`src/rtl/mac_top_level_if.sv`:
```
// Operand/result bundle between a MAC client and the MAC engine.
interface mac_top_level_if #(
  parameter int IN_W  = 8,
  parameter int OUT_W = 25
);
  logic                    valid_input;
  logic                    last_input;
  logic                    mode;
  logic signed [IN_W-1:0]  num_a;
  logic signed [IN_W-1:0]  num_x;
  logic signed [IN_W-1:0]  num_b;
  logic signed [IN_W-1:0]  num_c;
  logic signed [OUT_W-1:0] final_output;
  logic                    valid_output;

  modport master (
    output valid_input, last_input, mode, num_a, num_x, num_b, num_c,
    input  final_output, valid_output
  );

  modport slave (
    input  valid_input, last_input, mode, num_a, num_x, num_b, num_c,
    output final_output, valid_output
  );
endinterface

```
`src/rtl/mac_top_level.sv`:
```
// Signed MAC engine: trinomial (a*x+b)*x+c (mode=1) or running sum of products (mode=0).
//  state  | meaning
//  IDLE   | waiting for valid_input
//  TRI_S1 | trinomial: computing p1 = a*x + b
//  TRI_S2 | trinomial: computing p1*x + c, result edge
//  OUT    | valid_output high this cycle; accepts a new input like IDLE
module mac_top_level #(
  parameter int IN_W  = 8,
  parameter int OUT_W = 25
) (
  input logic            clk,
  input logic            reset,
  mac_top_level_if.slave bus
);
  localparam int P1_W = 2*IN_W + 1;

  typedef enum logic [1:0] {IDLE, TRI_S1, TRI_S2, OUT} state_t;

  state_t state, state_n;
  logic   accept;
  logic   set_valid;

  logic                    mode_q;
  logic signed [IN_W-1:0]  a_q, x_q, b_q, c_q;
  logic signed [P1_W-1:0]  p1_q;
  logic signed [OUT_W-1:0] acc_q;

  logic signed [P1_W-1:0]  a_p, x_p, b_p, p1_d;
  logic signed [OUT_W-1:0] a_in_o, x_in_o, acc_base, sump_sum;
  logic signed [OUT_W-1:0] p1_o, x_o, c_o, tri_res;

  always_ff @(posedge clk or posedge reset) begin
    if (reset) state <= IDLE;
    else       state <= state_n;
  end

  always_comb begin
    state_n   = state;
    accept    = 1'b0;
    set_valid = 1'b0;
    case (state)
      IDLE, OUT: begin
        state_n = IDLE;
        if (bus.valid_input) begin
          accept = 1'b1;
          if (bus.mode) begin
            state_n = TRI_S1;
          end else if (bus.last_input) begin
            state_n   = OUT;
            set_valid = 1'b1;
          end
        end
      end
      TRI_S1: state_n = TRI_S2;
      TRI_S2: begin
        state_n   = OUT;
        set_valid = 1'b1;
      end
      default: state_n = IDLE;
    endcase
  end

  // All products are formed at full result width; the true values always fit, so no truncation occurs.
  assign a_in_o   = {{(OUT_W-IN_W){bus.num_a[IN_W-1]}}, bus.num_a};
  assign x_in_o   = {{(OUT_W-IN_W){bus.num_x[IN_W-1]}}, bus.num_x};
  assign acc_base = (bus.mode == mode_q) ? acc_q : '0;
  assign sump_sum = acc_base + a_in_o * x_in_o;

  assign a_p  = {{(P1_W-IN_W){a_q[IN_W-1]}}, a_q};
  assign x_p  = {{(P1_W-IN_W){x_q[IN_W-1]}}, x_q};
  assign b_p  = {{(P1_W-IN_W){b_q[IN_W-1]}}, b_q};
  assign p1_d = a_p * x_p + b_p;

  assign p1_o    = {{(OUT_W-P1_W){p1_q[P1_W-1]}}, p1_q};
  assign x_o     = {{(OUT_W-IN_W){x_q[IN_W-1]}}, x_q};
  assign c_o     = {{(OUT_W-IN_W){c_q[IN_W-1]}}, c_q};
  assign tri_res = p1_o * x_o + c_o;

  always_ff @(posedge clk or posedge reset) begin
    if (reset) begin
      mode_q           <= 1'b0;
      a_q              <= '0;
      x_q              <= '0;
      b_q              <= '0;
      c_q              <= '0;
      p1_q             <= '0;
      acc_q            <= '0;
      bus.final_output <= '0;
      bus.valid_output <= 1'b0;
    end else begin
      bus.valid_output <= set_valid;
      if (accept) begin
        mode_q <= bus.mode;
        a_q    <= bus.num_a;
        x_q    <= bus.num_x;
        b_q    <= bus.num_b;
        c_q    <= bus.num_c;
        if (!bus.mode) begin
          acc_q            <= sump_sum;
          bus.final_output <= sump_sum;
        end else if (!mode_q) begin
          acc_q <= '0;
        end
      end
      if (state == TRI_S1) p1_q <= p1_d;
      if (state == TRI_S2) bus.final_output <= tri_res;
    end
  end
endmodule

```
`src/flat_wrapper.sv`:
```
// flat-port wrapper written by rule: the top's interface ports become plain ports
module mac_top_level_flat 
#(
  parameter int IN_W  = 8,
  parameter int OUT_W = 25
)
  (clk, reset, bus_valid_input, bus_last_input, bus_mode, bus_num_a, bus_num_x, bus_num_b, bus_num_c, bus_final_output, bus_valid_output);
  mac_top_level_if #(.IN_W(IN_W), .OUT_W(OUT_W)) bus_i ();
  input logic clk;
  input logic reset;
  input wire logic [$bits(bus_i.valid_input)-1:0] bus_valid_input;
  input wire logic [$bits(bus_i.last_input)-1:0] bus_last_input;
  input wire logic [$bits(bus_i.mode)-1:0] bus_mode;
  input wire logic [$bits(bus_i.num_a)-1:0] bus_num_a;
  input wire logic [$bits(bus_i.num_x)-1:0] bus_num_x;
  input wire logic [$bits(bus_i.num_b)-1:0] bus_num_b;
  input wire logic [$bits(bus_i.num_c)-1:0] bus_num_c;
  output wire logic [$bits(bus_i.final_output)-1:0] bus_final_output;
  output wire logic [$bits(bus_i.valid_output)-1:0] bus_valid_output;
  assign bus_i.valid_input = bus_valid_input;
  assign bus_i.last_input = bus_last_input;
  assign bus_i.mode = bus_mode;
  assign bus_i.num_a = bus_num_a;
  assign bus_i.num_x = bus_num_x;
  assign bus_i.num_b = bus_num_b;
  assign bus_i.num_c = bus_num_c;
  assign bus_final_output = bus_i.final_output;
  assign bus_valid_output = bus_i.valid_output;
  mac_top_level #(.IN_W(IN_W), .OUT_W(OUT_W)) u_core (.clk(clk), .reset(reset), .bus(bus_i));
endmodule
```
`config.mk`:
```
export PLATFORM = sky130hd
export DESIGN_NAME = mac_top_level_flat
export DESIGN_NICKNAME = d
export VERILOG_FILES = /design/src/rtl/mac_top_level_if.sv /design/src/rtl/mac_top_level.sv /design/src/flat_wrapper.sv
export SDC_FILE = /design/constraint.sdc
export NUM_CORES = 1
export LEC_CHECK = 0
export CAP_MARGIN = 40
export CORE_ASPECT_RATIO = 2
export CORE_MARGIN = 1.5
export CORE_UTILIZATION = 55
export DETAILED_ROUTE_END_ITERATION = 8
export GPL_TIMING_DRIVEN = 0
export PLACE_DENSITY = 0.76
export SLEW_MARGIN = 25
export SYNTH_ARGS = -nofsm -noshare
export SYNTH_HDL_FRONTEND = slang
export SYNTH_SLANG_ARGS = --single-unit
```
`constraint.sdc`:
```
create_clock -name clk -period 5.05 [get_ports clk]
set_input_delay 1.515 -clock clk [delete_from_list [all_inputs] [get_ports clk]]
set_output_delay 1.515 -clock clk [all_outputs]
set_load 0.01 [all_outputs]
```
==> key figures <==
Layout
  • Post-route design area: 18800 um2
  • # diodes: 0
  • Area Growth Syn to Fin: 18.8%
  • Fraction of layout cells with a size suffix above 1: 17.0%
  • Register area: 2590 um2
  • Fin nets: 2223
  • Area of the multi-input gates: 12800 um2
  • # fillers: 2132

Route
  • Pre-Repair DR Iteration Count: 5
  • Via Count: 12300
  • WL final: 43.1 mm
  • Initial DRC Count: 474
  • Antenna Nets Post-Route: 0
  • Wirelength per Cell: 20.0 um
  • DRC: 0
  • Vias per inst: 5.72

Placed design
  • Post-DP Area: 17000 um2
  • Post-DP HPWL: 33.1 mm
  • Gp weighted congestion: 0.910
  • Number of buffers added on ports: 61

Yosys
  • Post-synth top area cell: fa_1
  • Most common cell in the netlist: inv_1
  • Async set-reset flop share out of synthesis: 100%
  • Syn avg cell area: 9.56 um2
  • Sequential area share after synthesis: 16.3%
  • Synth Flop Type: dfrtp_1
  • Synth Instances: 1658
  • Yosys top cell area share: 31.3%
  • Commonest cells post-synth: inv_1 (313), fa_1 (248), nand2_1 (161), ha_1 (147), and2_1 (130)
  • Synth warn: 0
  • Netlist Area Pre-Place: 15900 um2
  • Syn Nets: 2090
  • FF+latch count, synth: 103
  • Synth top area cells: fa_1 (31%), dfrtp_1 (16%), ha_1 (12%)
  • Post-synth EDFFs: 0
  • Library cells used by synthesis: 55

Worst setup path
  • Worst reg2reg setup slack: -0.92 ns
  • Crit Path Max Fanout: 9
  • Worst EP required: 5.31 ns
  • Critical path's largest stage delay: 0.57 ns
  • Kind of end point of the critical path: flop
  • Arr. time, crit path: 7.80 ns
  • Crit Path Class: in2reg
  • Slowest-stage cell, CP: fa_1
  • Setup crit start kind: primary input

STA
  • Worst setup margin: -2.48 ns
  • Final setup viols: 39
  • Fin crit period: 7.53 ns
  • Least-Margin Pin Slew: 0.867 ns
  • Final period util: 149%
  • RSZ-0062 raised after global routing: true
  • Slew headroom: 42.2%
  • Fin. max-slew vios: 0
  • Max Clock Skew: 0.0154 ns
  • Max Freq: 133 MHz
  • Final Hold Viols: 0
  • Setup TNS: -58.39 ns

Run status
  • Outcome: finished, violations left
  • Failing checks: negative setup slack

Clocking
  • Post-CTS Hold Buffers: 0
  • Worst-skew pair later-pin latency: 0.38 ns
  • Clock root cell: clkbuf_16
  • Clock slew at reported path FFs: 0.09 ns
  • Clk sinks: 103
  • CTS tree: yes
  • H-tree depth: 3
  • Clock tree buffer depth: 2
  • Cts bufs inserted: 9

Job
  • Max_cap viols: 0

Floorplanning
  • Die Span X: 123 um
  • Core area: 28300 um2
  • Starting Density: 56.0%
  • Top Ports: 63
  • Rows: 87
  • DIE AREA: 29900 um2
  • Die Span Y: 243 um

GRT
  • Total GRT Usage: 29.9%
  • Vias in the first global route: 13600
  • Pin count of the biggest net entering global routing: 63
  • Initial antenna violation count: 0
  • First-pass GRT wire length: 68.1 mm
  • GR Overflow Total: 0

Min path
  • Hold Crit Class: reg2reg
## final timing paths
path                                                    from                                      end  cells past startpoint
worst max-delay path                            bus_num_a[6]  u_core.bus.final_output[23]$_DFFE_PP0P_                     30
worst min-delay path            u_core.acc_q[21]$_DFFE_PP0P_             u_core.acc_q[21]$_DFFE_PP0P_                      2
worst max register to register     u_core.x_q[0]$_DFFE_PP0P_  u_core.bus.final_output[23]$_DFFE_PP0P_                     20
worst min register to register  u_core.acc_q[21]$_DFFE_PP0P_             u_core.acc_q[21]$_DFFE_PP0P_                      2
max in group asynchronous                              reset  u_core.bus.final_output[23]$_DFFE_PP0P_                      3
min in group asynchronous                              reset                u_core.c_q[4]$_DFFE_PP0P_                      2
## layout by cell type, fill, tap and decap left out, types with 6 or more instances in the layout
cell type / synthesis / final
inv_1: 313 / 302
fa_1: 248 / 243
nand2_1: 161 / 159
ha_1: 147 / 129
and2_1: 130 / 124
dfrtp_1: 103 / 94
mux2_2: 49 / 49
xnor2_1: 66 / 49
buf_4: 0 / 48
clkdlybuf4s50_1: 0 / 46
a21oi_1: 56 / 34
nand2b_1: 36 / 34
clkbuf_1: 49 / 31
nor2b_1: 30 / 30
o21ai_1: 19 / 26
buf_6: 0 / 26
nor2_1: 31 / 24
o21ai_0: 37 / 22
a22o_1: 18 / 18
a21oi_2: 1 / 16
mux2i_1: 17 / 16
ha_4: 0 / 15
a21o_1: 14 / 14
xnor2_2: 0 / 13
xor2_1: 17 / 13
nor3_1: 11 / 11
clkbuf_16: 0 / 11
inv_2: 1 / 10
o21ai_2: 1 / 9
dfrtp_2: 0 / 9
o21bai_1: 13 / 8
a21oi_4: 0 / 7
or3_1: 8 / 7
o211ai_1: 7 / 7
and3_1: 7 / 7
clkbuf_8: 0 / 6
and2_4: 0 / 6
nand3_1: 6 / 6
a211oi_1: 7 / 6
## critical path, delay by kind of cell
kind / cells / cell delay, ns
fa+ha+maj: 6 / 2.55
compound gates: 13 / 2.54
simple gates: 4 / 0.57
buf+inv: 6 / 0.48
xor+xnor: 1 / 0.11
## cell families after synthesis
kind of cell,count (synthesis),share of synthesized area [%]
XOR/XNOR,84,4.76
flip-flops,103,16.3
multiplexers,66,4.55
AND/OR/NAND/NOR,430,13.8
adder cells (fa/ha/maj),395,42.9
buffers and inverters,365,8.64
AO/OA/AOI/OAI,215,9.04
## flip-flops by register name, indices dropped and copies added, names as in the netlist
signal,cells
u_core.b_q,8
u_core.p1_q,17
u_core.a_q,8
u_core.bus.final_output,25
u_core.mode_q,1
u_core.c_q,8
u_core.acc_q,25
u_core.state,2
u_core.x_q,8
u_core.bus.valid_output,1
## per-layer routing
layer / track usage, % / vias to the layer above / wire length, um
li1: - / 5480 / -
met1: 30.7 / 6258 / 14100
met2: 54.9 / 401 / 23800
met3: 3.67 / 172 / 1750
met4: 20.2 / 0 / 3400
met5: 0 / - / 0
## stage by stage
step	instances	utilization (%)	hold slack (ns)	setup WS, ns
after floorplan	1658	-	0.438	-2.32
after global placement	2075	60.1	0.456	-3.54
after detailed placement	2076	60.2	0.475	-3.53
after CTS	2138	65.2	0.497	-2.29
after global routing	2152	66.5	0.519	-2.64
final	2152	66.5	0.487	-2.48
## repair_timing
item                       CTS  global route
pin swaps                   70            50
setup buffers               49            14
resized for setup          260            64
gates cloned                 0             0
setup endpoints to repair   48            43
## layout make-up
cell class	count	area share, %
repair buffers	125	6.53
clock buffers	11	1.29
plain buffers	48	1.77
inverters	314	6.30
well taps	356	2.37
flip-flops and latches	103	13.7
multi-input cells	1190	67.7
clock inverters	5	0.259
Power is left out: the tool's default activity adds up to more than one toggle a clock period on the data nets, which glitch-free logic cannot reach.
